### config.mk
export PLATFORM = sky130hd
export DESIGN_NAME = d_branch_resolver
export DESIGN_NICKNAME = d
export VERILOG_FILES = /design/src/rtl/d_branch_resolver_pkg.sv /design/src/rtl/d_branch_resolver_cond.sv /design/src/rtl/d_branch_resolver.sv
export SDC_FILE = /design/constraint.sdc
export NUM_CORES = 1
export LEC_CHECK = 0
export ABC_AREA = 1
export CORE_UTILIZATION = 50
export CTS_BUF_LIST = sky130_fd_sc_hd__clkbuf_4 sky130_fd_sc_hd__clkbuf_8 sky130_fd_sc_hd__clkbuf_16
export DETAILED_ROUTE_END_ITERATION = 12
export DONT_BUFFER_PORTS = 1
export PLACE_DENSITY = 0.74
export SLEW_MARGIN = 0
export SYNTH_ARGS = -nofsm -noshare
export SYNTH_HDL_FRONTEND = slang
export SYNTH_SLANG_ARGS = --single-unit
### constraint.sdc
create_clock -name clk -period 2.1 [get_ports clk]
set_clock_uncertainty 0.1 [all_clocks]
set_input_delay 0.105 -clock clk [delete_from_list [all_inputs] [get_ports clk]]
set_output_delay 0.105 -clock clk [all_outputs]
set_load 0.03 [all_outputs]
### src/rtl/d_branch_resolver_pkg.sv
// Shared compare-op encodings and predictor helpers
// for the decode-stage branch resolver.
package d_branch_resolver_pkg;

  localparam logic [3:0] CMP_EQ  = 4'd0;
  localparam logic [3:0] CMP_NE  = 4'd1;
  localparam logic [3:0] CMP_LEZ = 4'd2;
  localparam logic [3:0] CMP_GTZ = 4'd3;
  localparam logic [3:0] CMP_LTZ = 4'd4;
  localparam logic [3:0] CMP_GEZ = 4'd5;
  localparam logic [3:0] CMP_LT  = 4'd6;
  localparam logic [3:0] CMP_LTU = 4'd7;

  localparam logic [1:0] BHT_INIT = 2'b01;

  function automatic logic is_branch_op(
    input logic [3:0] op
  );
    return ~op[3];
  endfunction

  function automatic logic [1:0] bht_next(
    input logic [1:0] cur,
    input logic       taken
  );
    logic [1:0] nxt;
    nxt = cur;
    if (taken) begin
      if (cur != 2'b11)
        nxt = cur + 2'b01;
    end else begin
      if (cur != 2'b00)
        nxt = cur - 2'b01;
    end
    return nxt;
  endfunction

  function automatic logic [31:0] sat_inc32(
    input logic [31:0] cur
  );
    return (cur == 32'hFFFF_FFFF) ? cur : cur + 32'd1;
  endfunction

endpackage

### src/rtl/d_branch_resolver_cond.sv
// Combinational branch condition mux
// operating on forwarded D-stage operands.
module branch_cond_eval
  import d_branch_resolver_pkg::*;
#(
  parameter int WIDTH = 32
) (
  input  logic [WIDTH-1:0] A,
  input  logic [WIDTH-1:0] B,
  input  logic [3:0]       op,
  output logic             cond
);

  logic w_zero;
  logic w_neg;
  logic w_eq;
  logic w_lt;
  logic w_ltu;

  assign w_zero = ~|A;
  assign w_neg  = A[WIDTH-1];
  assign w_eq   = (A == B);
  assign w_lt   = ($signed(A) < $signed(B));
  assign w_ltu  = (A < B);

  // Zero compares need only sign and zero-detect; no subtractor.
  always_comb begin
    cond = 1'b0;
    unique case (1'b1)
      (op == CMP_EQ):  cond = w_eq;
      (op == CMP_NE):  cond = ~w_eq;
      (op == CMP_LEZ): cond = w_neg | w_zero;
      (op == CMP_GTZ): cond = ~w_neg & ~w_zero;
      (op == CMP_LTZ): cond = w_neg;
      (op == CMP_GEZ): cond = ~w_neg;
      (op == CMP_LT):  cond = w_lt;
      (op == CMP_LTU): cond = w_ltu;
      default:         cond = 1'b0;
    endcase
  end

endmodule

### src/rtl/d_branch_resolver.sv
// Decode-stage branch resolver: condition eval,
// 2-bit BHT predictor and saturating statistics.
module d_branch_resolver
  import d_branch_resolver_pkg::*;
#(
  parameter int WIDTH     = 32,
  parameter int BHT_DEPTH = 64,
  parameter int IDX_LO    = 2
) (
  input  logic             clk,
  input  logic             reset,
  input  logic [31:0]      F_pc,
  output logic             F_pred_taken,
  input  logic [31:0]      D_pc,
  input  logic [WIDTH-1:0] D_A,
  input  logic [WIDTH-1:0] D_B,
  input  logic [3:0]       D_cmp_op,
  input  logic             D_pred_taken,
  input  logic             D_valid,
  input  logic             D_stall,
  output logic             D_cond,
  output logic             D_mispredict,
  output logic [31:0]      br_cnt,
  output logic [31:0]      mp_cnt
);

  localparam int IDX_W = $clog2(BHT_DEPTH);

  logic [1:0]       r_bht [BHT_DEPTH];
  logic [31:0]      r_br_cnt;
  logic [31:0]      r_mp_cnt;

  logic [IDX_W-1:0] w_f_idx;
  logic [IDX_W-1:0] w_d_idx;
  logic             w_cond;
  logic             w_resolve;
  logic             w_mispredict;
  logic             w_unused_pc;

  assign w_f_idx     = F_pc[IDX_LO +: IDX_W];
  assign w_d_idx     = D_pc[IDX_LO +: IDX_W];
  assign w_unused_pc = ^{F_pc, D_pc};

  branch_cond_eval #(
    .WIDTH (WIDTH)
  ) u_cond (
    .A    (D_A),
    .B    (D_B),
    .op   (D_cmp_op),
    .cond (w_cond)
  );

  assign w_resolve    = D_valid & ~D_stall
                      & is_branch_op(D_cmp_op);
  assign w_mispredict = w_resolve
                      & (w_cond ^ D_pred_taken);

  assign D_cond       = w_cond;
  assign D_mispredict = w_mispredict;

  // Async read: same-cycle D write is not bypassed to F.
  assign F_pred_taken = r_bht[w_f_idx][1];

  always_ff @(posedge clk or negedge reset) begin
    if (!reset) begin
      for (int i = 0; i < BHT_DEPTH; i++)
        r_bht[i] <= BHT_INIT;
    end else if (w_resolve) begin
      r_bht[w_d_idx] <= bht_next(r_bht[w_d_idx], w_cond);
    end
  end

  always_ff @(posedge clk or negedge reset) begin
    if (!reset) begin
      r_br_cnt <= '0;
      r_mp_cnt <= '0;
    end else if (w_resolve) begin
      r_br_cnt <= sat_inc32(r_br_cnt);
      if (w_mispredict)
        r_mp_cnt <= sat_inc32(r_mp_cnt);
    end
  end

  assign br_cnt = r_br_cnt;
  assign mp_cnt = r_mp_cnt;

endmodule

==> impl_metrics.csv, run 1 <==
group,metric,value,unit
die,pin_count,204,
timing,fin_crit_sh,103,%
worst_setup_path,worstPathCellList,"o21ai_2, o21ai_2, a21oi_2, nand3_1, nand2_1, nand2_1, nor2_2, nand2_2, inv_2, nand2_2, nand2_4, nand2_8, clkbuf_16, nand2_2, nand2_1",
cells_and_area,stdcell_count,2264,
synth,synth_seq_area_share,39.8,%
placed_design,gp_congestion,0.975,
die,start_util,51.6,%
synth,async_flop_share,100,%
power_and_ir_drop,ir_worst_vdd,474,uV
drt,drtAntennaViolNets,0,
die,core-area,0.0238,sq mm
placed_design,io_buffers,0,
cells_and_area,area_growth_syn_to_layout,29.6,%
worst_setup_path,r2r_end,"r_bht[3]",
drt,routed_wl,40.3,mm
drt,num_vias,12800,
outcome,outcome,"finished with violations",
drt,drt_iter0_drc,1241,
synth,synth_cells,1792,
placed_design,hpwl,26.4,mm
worst_setup_path,worstPathRequired,2.32,ns
drt,routed-wl-met2,19.1,mm
worst_setup_path,rr_startpoint,"r_bht[44]",
cells_and_area,final_common_cell,"nand2_1",
timing,fmax,462,MHz
synth,synth_simple_gate_area_share,36.5,%
synth,synth_top_family_by_area,"simple AND/OR/NAND/NOR gates",
drt,highest_layer,"met4",
worst_setup_path,slowest_stage,"dfstp_2",
drt,wl_met3,4.02,mm
die,rows,56,
clock_tree,clockRootBuffer,"clkbuf_16",
synth,synthAdderAreaFrac,3.47,%
clock_tree,numCtsBuffers,17,
placed_design,dp.cells,2202,
timing,tightest_slew,0.649,ns
worst_setup_path,cp_max_fo,7,
cells_and_area,antenna_cells,0,
die,fp.dieArea,0.0251,sq mm
worst_setup_path,r2r_cells,15,
timing,slew_viol_final,0,
drt,drc,0,
synth,synth_edf_count,0,
synth,synthMuxAreaShare,0,%
grt,grt.overflow.total,0,
die,die_w,159,um
drt,drt-met1-wl,15.8,mm
drt,wl_per_cell,17.8,um
synth,synth_cell_type_count,41,
synth,synth.top_cell.area_share,26.1,%
cells_and_area,drive_gt1_share,27.9,%
synth,synth_compound_area_share,7.07,%
timing,relSlewSlack,56.7,%
worst_setup_path,end_kind,"flop",
clock_tree,hold_buffers,4,
grt,grt_pass1_wl,59.4,mm
cells_and_area,layout.nets,2103,
timing,setup_violations,61,
synth,ys_seq_elements,192,
grt,grt_antenna_before_repair,0,
outcome,violations,"negative hold slack, negative setup slack",
job,maxCapViolCount,0,
timing,whs,-0.747,ns
worst_setup_path,worstSetupPathType,"flop to flop",
worst_hold_path,hold_class,"primary input to async pin",
synth,ys_warn_count,0,
drt,drt-pass1-iter-count,5,
timing,layout_min_cycle_time,2.16,ns
synth,synth_area_leaders,"dfrtp_1 26%, nand2_1 22%, dfstp_2 14%, inv_1 6.5%, nor2_1 5.4%",
power_and_ir_drop,total_power,0.00914,W
worst_setup_path,critPathLaunchType,"flop",
cells_and_area,final_cell_mix,"597 x nand2_1, 193 x inv_1, 153 x nor2_1",
grt,grt_usage,30.3,%
worst_setup_path,regToRegSetupSlack,-0.06,ns
clock_tree,htreeDepth,4,
clock_tree,clkTransAtPathRegs,0.08,ns
timing,hold_violations,193,
worst_setup_path,arrival,2.38,ns
drt,vias_per_cell,5.64,
synth,synthFlopType,"dfrtp_1",
timing,worst_slack,-0.0646,ns
clock_tree,cts.sinks,192,
synth,syn_area,0.0123,sq mm
clock_tree,cts_max_path_buffers,2,
synth,synthXorXnorAreaFrac,4.14,%
power_and_ir_drop,leakage,7.83,nW
synth,synth_nets,1963,
clock_tree,cts_tree,"built",
synth,yosys.area.top_type,"dfrtp_1",
worst_setup_path,crit_path_max_incr_delay,0.38,ns
clock_tree,clk_latency,0.44,ns
grt,grt_pass1_vias,12000,
power_and_ir_drop,p_per_area,575,mW/mm^2
grt,grt_max_degree,193,
timing,rsz0062_at_grt,"yes",
die,die_y,159,um
synth,syn_avg_cell_area,6.84,sq um
-- cells by family after synthesis --
logic type / Yosys count
AND/OR/NAND/NOR: 1088
buffers and inverters: 275
flip-flops: 192
AO/OA/AOI/OAI: 145
XOR/XNOR: 58
adder cells (fa/ha/maj): 34
-- critical path, delay by kind of cell, from the launching register on --
kind | cells | cell delay (ns)
simple gates | 10 | 0.95
flops | 1 | 0.38
compound gates | 3 | 0.32
buf+inv | 2 | 0.29
-- flip-flops by register name, indices dropped and copies added, names as in the netlist --
name,count
r_bht,128
br_cnt,32
mp_cnt,32
-- layer usage --
layer | vias to the layer above | GRT usage (%)
met5 | - | 0
met4 | 0 | 12.0
met3 | 112 | 6.89
met2 | 649 | 49.7
met1 | 6056 | 38.6
li1 | 5944 | -
-- layout make-up --
class	count	area, sq um
Fill cell	1938	7870
Clock buffer	21	468
Tap cell	319	399
Sequential cell	192	4910
Clock inverter	11	98.8
Multi-Input combinational cell	1326	7510
Timing Repair Buffer	171	1660
Inverter	224	843
-- through the flow --
step	hold WS, ns	setup WS, ns	TNS [ns]	instance area [sq um]	utilization, %
final	-0.747	-0.0646	-1.71	15900	66.9
after global routing	-0.760	-0.183	-17.96	15900	66.9
after CTS	-0.749	-0.0592	-0.0752	14700	61.8
after detailed placement	-0.282	-0.235	-29.96	13900	58.6
after global placement	-0.282	-0.151	-19.55	13900	58.6
after floorplan	-0.291	-0.0626	-1.81	12600	-
-- power breakdown --
| group | internal (W) | switching, W |
|---|---|---|
| Sequential | 0.00389 | 0.000136 |
| Combinational | 0.000752 | 0.00118 |
| Clock | 0.00164 | 0.00154 |
-- worst max path at each step --
stage / cells past startpoint / startpoint / endpoint
2_1_floorplan: 12 / mp_cnt[1] / mp_cnt[2]
3_3_place_gp: 18 / D_B[5] / mp_cnt[31]
3_5_place_dp: 18 / D_B[5] / mp_cnt[25]
4_1_cts: 8 / r_bht[61] / F_pred_taken
5_1_grt: 19 / D_pc[3] / r_bht[3]
6_report: 15 / r_bht[44] / r_bht[3]
-- cell usage after synthesis, drive strengths merged, types with 17 or more instances --
library cell and instances:
clkbuf 23, buf 28, nand2 722, a21oi 40
dfrtp 128, inv 224, nand3 39, xor2 49
nand4 55, ha 34, o21ai 59, dfstp 64
a22oi 17, nor3 75, nor2 178
-- timing repair --
item / CTS / global route
pin swaps: 27 / 72
buffers inserted: 8 / 9
gates cloned: 0 / 12
hold endpoints to repair: 196 / 193
resized for setup: 38 / 240
endpoints found under the setup margin: 82 / 171
Power figures use the tool's default switching activity.
==> run 2: changes to the inputs <==
--- a/config.mk
+++ b/config.mk
@@ -6,11 +6,11 @@
 export NUM_CORES = 1
 export LEC_CHECK = 0
 export ABC_AREA = 1
-export CORE_UTILIZATION = 50
+export CORE_UTILIZATION = 56
 export CTS_BUF_LIST = sky130_fd_sc_hd__clkbuf_4 sky130_fd_sc_hd__clkbuf_8 sky130_fd_sc_hd__clkbuf_16
 export DETAILED_ROUTE_END_ITERATION = 12
 export DONT_BUFFER_PORTS = 1
-export PLACE_DENSITY = 0.74
+export PLACE_DENSITY = 0.77
 export SLEW_MARGIN = 0
 export SYNTH_ARGS = -nofsm -noshare
 export SYNTH_HDL_FRONTEND = slang
==> constraint.sdc (replaced) <==
create_clock -name clk -period 2.67 [get_ports clk]
set_clock_uncertainty 0.1 [all_clocks]
set_input_delay 0.1335 -clock clk [delete_from_list [all_inputs] [get_ports clk]]
set_output_delay 0.1335 -clock clk [all_outputs]
set_load 0.03 [all_outputs]
==> run 2 against run 1 <==
Compared with the run above: the flow finishes with violations (negative hold slack); clock power decreased by 14%; worst hold slack improved by 0.027 ns; utilization decreased by 2.2 points; combinational power decreased by 42%; sequential share of layout area increased by 4.6 points; flip-flop and latch count unchanged; die area decreased by 11%; wire length decreased by 13%; register-to-register slack improved by 0.34 ns; clock-buffer cell count decreased by 4; sequential power decreased by 22%; largest cell class unchanged.
==> impl_metrics.csv, run 2 (same netlist as run 1, synthesis figures left out) <==
group,metric,value,unit
outcome,outcome,"finished with violations",
outcome,violations,"negative hold slack",
drt,drt-pass1-iter-count,6,
clock_tree,cts_max_path_buffers,2,
power_and_ir_drop,p_per_area,508,mW/mm^2
cells_and_area,antenna_cells,0,
worst_setup_path,worstSetupPathType,"primary input to primary output",
placed_design,place_ws,0.0371,ns
power_and_ir_drop,total_power,0.00698,W
power_and_ir_drop,leakage,6.73,nW
worst_setup_path,cp_max_fo,41,
die,die_y,150,um
grt,grt_antenna_before_repair,0,
timing,rsz0062_at_grt,"no",
cells_and_area,final_common_cell,"nand2_1",
drt,vias_per_cell,5.60,
timing,setup_violations,0,
grt,grt_pass1_wl,56.2,mm
placed_design,io_buffers,0,
timing,layout_min_cycle_time,2.56,ns
grt,grt_max_degree,193,
clock_tree,cts_setup_buffers,0,
worst_setup_path,critPathLaunchType,"primary input",
worst_hold_path,hold_class,"primary input to async pin",
cells_and_area,top_register,"r_bht",
worst_setup_path,arrival,2.33,ns
drt,drt_iter0_drc,1095,
worst_setup_path,worstPathCellList,"dlygate4sd3_1, nor3_4, dlygate4sd3_1, inv_2, buf_4, a21oi_1, buf_4",
die,die_w,150,um
power_and_ir_drop,ir_worst_vdd,359,uV
die,pin_count,204,
clock_tree,hold_buffers,3,
die,core-area,0.0212,sq mm
clock_tree,clockRootBuffer,"clkbuf_16",
timing,whs,-0.720,ns
drt,num_vias,12000,
timing,hold_violations,192,
worst_setup_path,rr_startpoint,"br_cnt[0]",
drt,drc,0,
worst_setup_path,crit_path_max_incr_delay,0.64,ns
worst_setup_path,slowest_stage,"dlygate4sd3_1",
cells_and_area,drive_gt1_share,11.4,%
job,maxCapViolCount,0,
worst_setup_path,crit_path_start,"D_stall",
clock_tree,cts.sinks,192,
timing,worst_slack,0.106,ns
worst_setup_path,crit_family,"buffers and inverters",
drt,routed_wl,35.1,mm
drt,drtAntennaViolNets,0,
clock_tree,clk_latency,0.44,ns
timing,slew_viol_final,0,
timing,final.setup.tns,0,ns
timing,fmax,390,MHz
timing,fin_crit_sh,96.0,%
die,rows,53,
timing,tightest_slew,0.858,ns
cells_and_area,fillers,1863,
placed_design,hpwl,24.3,mm
clock_tree,numCtsBuffers,17,
cells_and_area,layout.nets,2018,
worst_setup_path,regToRegSetupSlack,0.28,ns
grt,grt.overflow.total,0,
worst_setup_path,end_kind,"primary output",
timing,relSlewSlack,42.7,%
clock_tree,clkTransAtPathRegs,0.08,ns
worst_setup_path,worstPathRequired,2.44,ns
grt,grt_pass1_vias,11500,
grt,grt_usage,32.1,%
clock_tree,cts_tree,"built",
placed_design,gp_congestion,0.950,
worst_setup_path,r2r_cells,11,
cells_and_area,area_growth_syn_to_layout,12.0,%
drt,wl_per_cell,16.4,um
clock_tree,htreeDepth,4,
worst_setup_path,r2r_end,"br_cnt[17]",
cells_and_area,final_cell_mix,"719 x nand2_1, 212 x inv_1, 171 x nor2_1",
cells_and_area,largest_reg_flops,128,
worst_setup_path,crit_buf_inv,5,
die,fp.dieArea,0.0225,sq mm
die,start_util,57.8,%
## run 2: final cells by class
class	count	area [sq um]	area share, %
flip-flops and latches	192	4880	35.6
clock inverters	15	193	1.40
repair buffers	87	736	5.36
inverters	224	841	6.12
well taps	275	344	2.51
multi-input cells	1325	6310	45.9
clock buffers	17	425	3.10
## run 2: metrics by stage
stage | util (%) | area [sq um] | instances
after floorplan | - | 12300 | 1792
after global placement | 61.5 | 13100 | 2100
after detailed placement | 61.5 | 13100 | 2100
after CTS | 64.6 | 13700 | 2135
after global routing | 64.7 | 13700 | 2135
final | 64.7 | 13700 | 2135
## run 2: worst max path at each step
| stage | end | slack, ns | depth (start not counted) |
|---|---|---|---|
| after global routing | mp_cnt[9] | 0.02 | 12 |
| after detailed placement | r_bht[41] | 0.04 | 19 |
| final | D_mispredict | 0.11 | 7 |
| after floorplan | r_bht[106] | 0.06 | 19 |
| after global placement | r_bht[89] | 0.1 | 19 |
| after CTS | D_mispredict | 0.11 | 7 |
## run 2: what timing repair did
item / CTS / global route
resized for setup: 0 / 8
hold endpoints to repair: 197 / 192
endpoints found under the setup margin: 0 / 36
## run 2: metal layers
layer / up-vias / share of wire (%) / track usage (%)
li1: 5770 / - / -
met1: 5536 / 39 / 39.5
met3: 83 / 11 / 8.57
met4: 0 / 2.9 / 13.5
met5: - / 0 / 0
met2: 567 / 47 / 52.8
## run 2: report_power, final
| group | switching, W | total, W | leakage (nW) | internal (W) |
|---|---|---|---|---|
| Clock | 0.00124 | 0.00274 | 0.307 | 0.00151 |
| Sequential | 0.0000900 | 0.00313 | 2.42 | 0.00304 |
| Combinational | 0.000744 | 0.00111 | 4.00 | 0.000362 |
| Total | 0.00207 | 0.00698 | 6.73 | 0.00491 |
==> run 3: changes to the inputs <==
--- a/config.mk
+++ b/config.mk
@@ -5,7 +5,6 @@
 export SDC_FILE = /design/constraint.sdc
 export NUM_CORES = 1
 export LEC_CHECK = 0
-export ABC_AREA = 1
 export CORE_UTILIZATION = 56
 export CTS_BUF_LIST = sky130_fd_sc_hd__clkbuf_4 sky130_fd_sc_hd__clkbuf_8 sky130_fd_sc_hd__clkbuf_16
 export DETAILED_ROUTE_END_ITERATION = 12
==> run 3 against run 2 <==
Compared with the run above: the run ends with negative hold slack, negative setup slack left; power is 2.1% lower; non-clock buffer count is 57 higher; setup slack worse by 0.36 ns; final area is 1.2% lower; flip-flop and latch count stayed put; global-route usage is 0.24 points lower; final cell count is 28% lower; clock power is 4% lower.
==> impl_metrics.csv, run 3 <==
group,metric,value,unit
worst_setup_path,crit_family,"compound AO/OA/AOI/OAI gates",
timing,whs,-0.707,ns
die,die_y,143,um
grt,grt_pass1_wl,49.7,mm
worst_setup_path,crit_path_max_incr_delay,0.50,ns
timing,setup_violations,129,
synth,synthFlopType,"dfrtp_1",
synth,synth_cells,1143,
cells_and_area,final_cell_mix,"237 x nand2_1, 120 x dfrtp_1, 111 x buf_4",
worst_setup_path,crit_buf_inv,3,
worst_setup_path,arrival,3.19,ns
worst_setup_path,critPathLaunchType,"flop",
clock_tree,cts_tree,"built",
drt,drt-pass1-iter-count,5,
synth,syn_area,0.0111,sq mm
timing,relSlewSlack,55.7,%
clock_tree,clockRootBuffer,"clkbuf_16",
die,pin_count,204,
drt,routed_wl,32.3,mm
worst_setup_path,slowest_stage,"mux4_2",
placed_design,io_buffers,0,
die,fp.dieArea,0.0204,sq mm
clock_tree,cts.sinks,192,
timing,rsz0062_at_grt,"yes",
placed_design,gp_congestion,0.889,
synth,async_flop_share,100,%
synth,yosys.area.top_type,"dfrtp_1",
die,core-area,0.0195,sq mm
cells_and_area,final_common_cell,"nand2_1",
clock_tree,htreeDepth,4,
synth,synth.top_cell.area_share,28.9,%
timing,slew_viol_final,0,
synth,synth_seq_area_share,44.0,%
timing,worst_slack,-0.253,ns
power_and_ir_drop,ir_worst_vdd,449,uV
timing,tightest_slew,0.664,ns
synth,synth_area_leaders,"dfrtp_1 29%, dfstp_2 15%, nand2_1 8.0%, mux4_2 6.5%, ha_1 3.8%",
cells_and_area,top_register,"r_bht",
cells_and_area,area_growth_syn_to_layout,22.3,%
synth,synthTopCellsByCount,"237 x nand2_1, 128 x dfrtp_1, 76 x o21ai_1",
grt,grt_pass1_vias,9691,
worst_setup_path,end_kind,"flop",
timing,layout_min_cycle_time,2.92,ns
cells_and_area,fillers,1374,
synth,syn_avg_cell_area,9.71,sq um
synth,synth_nets,1314,
clock_tree,numCtsBuffers,17,
cells_and_area,largest_reg_flops,128,
drt,vias_per_cell,6.43,
synth,synth_cell_type_count,74,
grt,grt_max_degree,193,
cells_and_area,drive_gt1_share,31.0,%
die,start_util,57.0,%
drt,num_vias,9874,
synth,ys_warn_count,0,
timing,fin_crit_sh,109,%
worst_setup_path,worstPathRequired,2.93,ns
synth,synth_edf_count,0,
drt,drc,0,
die,rows,51,
job,maxCapViolCount,0,
drt,drt_iter0_drc,1053,
outcome,outcome,"finished with violations",
synth,yosysMostFrequentCell,"nand2_1",
timing,hold_violations,192,
power_and_ir_drop,leakage,5.77,nW
cells_and_area,antenna_cells,0,
worst_setup_path,cp_max_fo,11,
placed_design,hpwl,20.4,mm
worst_setup_path,worstPathCellList,"mux4_2, mux2i_2, o22ai_2, a2111oi_4, buf_4, a21boi_2, o21ai_4, buf_12, buf_16, o21ai_2",
timing,fmax,342,MHz
clock_tree,cts_max_path_buffers,2,
worst_hold_path,hold_class,"primary input to async pin",
grt,grt_antenna_before_repair,0,
grt,grt.overflow.total,0,
placed_design,place_ws,-0.158,ns
grt,grt_usage,31.8,%
cells_and_area,layout.nets,1429,
clock_tree,hold_buffers,11,
synth,ys_seq_elements,192,
drt,drtAntennaViolNets,0,
worst_setup_path,worstSetupPathType,"flop to flop",
power_and_ir_drop,p_per_area,503,mW/mm^2
die,die_w,143,um
clock_tree,clkTransAtPathRegs,0.07,ns
drt,wl_per_cell,21.0,um
clock_tree,clk_latency,0.43,ns
outcome,violations,"negative hold slack, negative setup slack",
[run 3: cell count changes in the layout (fill, tap and decap cells not counted), moves of 36 or more]
cell,before,now
o21ai_1,4,40
nor3_1,73,19
xnor2_1,9,48
nor2_1,171,28
nand2_1,719,237
o21ai_2,0,68
inv_1,212,43
[run 3: cells by family after synthesis]
family	count (synthesis)	synth area share, %
compound gates	234	12.6
fa+ha+maj	34	3.83
flops	192	44.0
buf+inv	93	3.97
simple gates	446	19.4
xor+xnor	64	5.05
mux	80	11.1
[run 3: path summary, 6_finish.rpt]
path,from,end,slack (ns),cells after the start
min reg2reg,r_bht[10],r_bht[10],0.36,2
max,r_bht[17],r_bht[52],-0.25,10
min,reset,mp_cnt[23],-0.71,0
min in group clk,D_pred_taken,mp_cnt[25],0.02,4
max reg2reg,r_bht[17],r_bht[52],-0.25,10
max in group asynchronous,reset,r_bht[52],2.86,0
[run 3: through the flow]
stage / TNS, ns / cells / utilization [%] / cell area [sq um] / power [W]
2_1_floorplan: -0.0731 / 1143 / - / 11100 / 0.00380
3_3_place_gp: -8.29 / 1471 / 62.1 / 12100 / 0.00402
3_5_place_dp: -12.60 / 1471 / 62.1 / 12100 / 0.00405
4_1_cts: -1.85 / 1527 / 68.5 / 13300 / 0.00681
5_1_grt: -32.93 / 1536 / 69.7 / 13600 / 0.00704
6_report: -24.00 / 1536 / 69.7 / 13600 / 0.00683
[run 3: cell type report]
| cell class | instances | area, sq um | share of cell area, % |
|---|---|---|---|
| Inverter | 45 | 169 | 1.24 |
| Multi-Input combinational cell | 858 | 6190 | 45.6 |
| Clock inverter | 12 | 148 | 1.09 |
| Timing Repair Buffer | 144 | 1380 | 10.2 |
| Clock buffer | 20 | 454 | 3.35 |
| Tap cell | 265 | 332 | 2.44 |
| Sequential cell | 192 | 4890 | 36.1 |
[run 3: repair_timing]
action,4_1_cts,5_1_grt
gates resized for setup,86,57
cloned,6,3
endpoints found under the setup margin,117,135
endpoints found under the hold margin,231,192
buffers inserted,7,7
pin swaps,31,8
[run 3: power by group]
part	total, W	internal [W]	switching [W]
sequential	0.00311	0.00305	0.0000626
clock	0.00263	0.00145	0.00118
combinational	0.00109	0.000462	0.000629
total	0.00683	0.00496	0.00187
[run 3: routing by layer]
metal | share of wire (%) | track usage [%] | vias to the layer above
met5 | 0 | 0 | -
li1 | - | - | 4363
met1 | 38 | 38.9 | 4755
met3 | 10 | 8.45 | 140
met4 | 4.9 | 16.6 | 0
met2 | 47 | 51.8 | 616
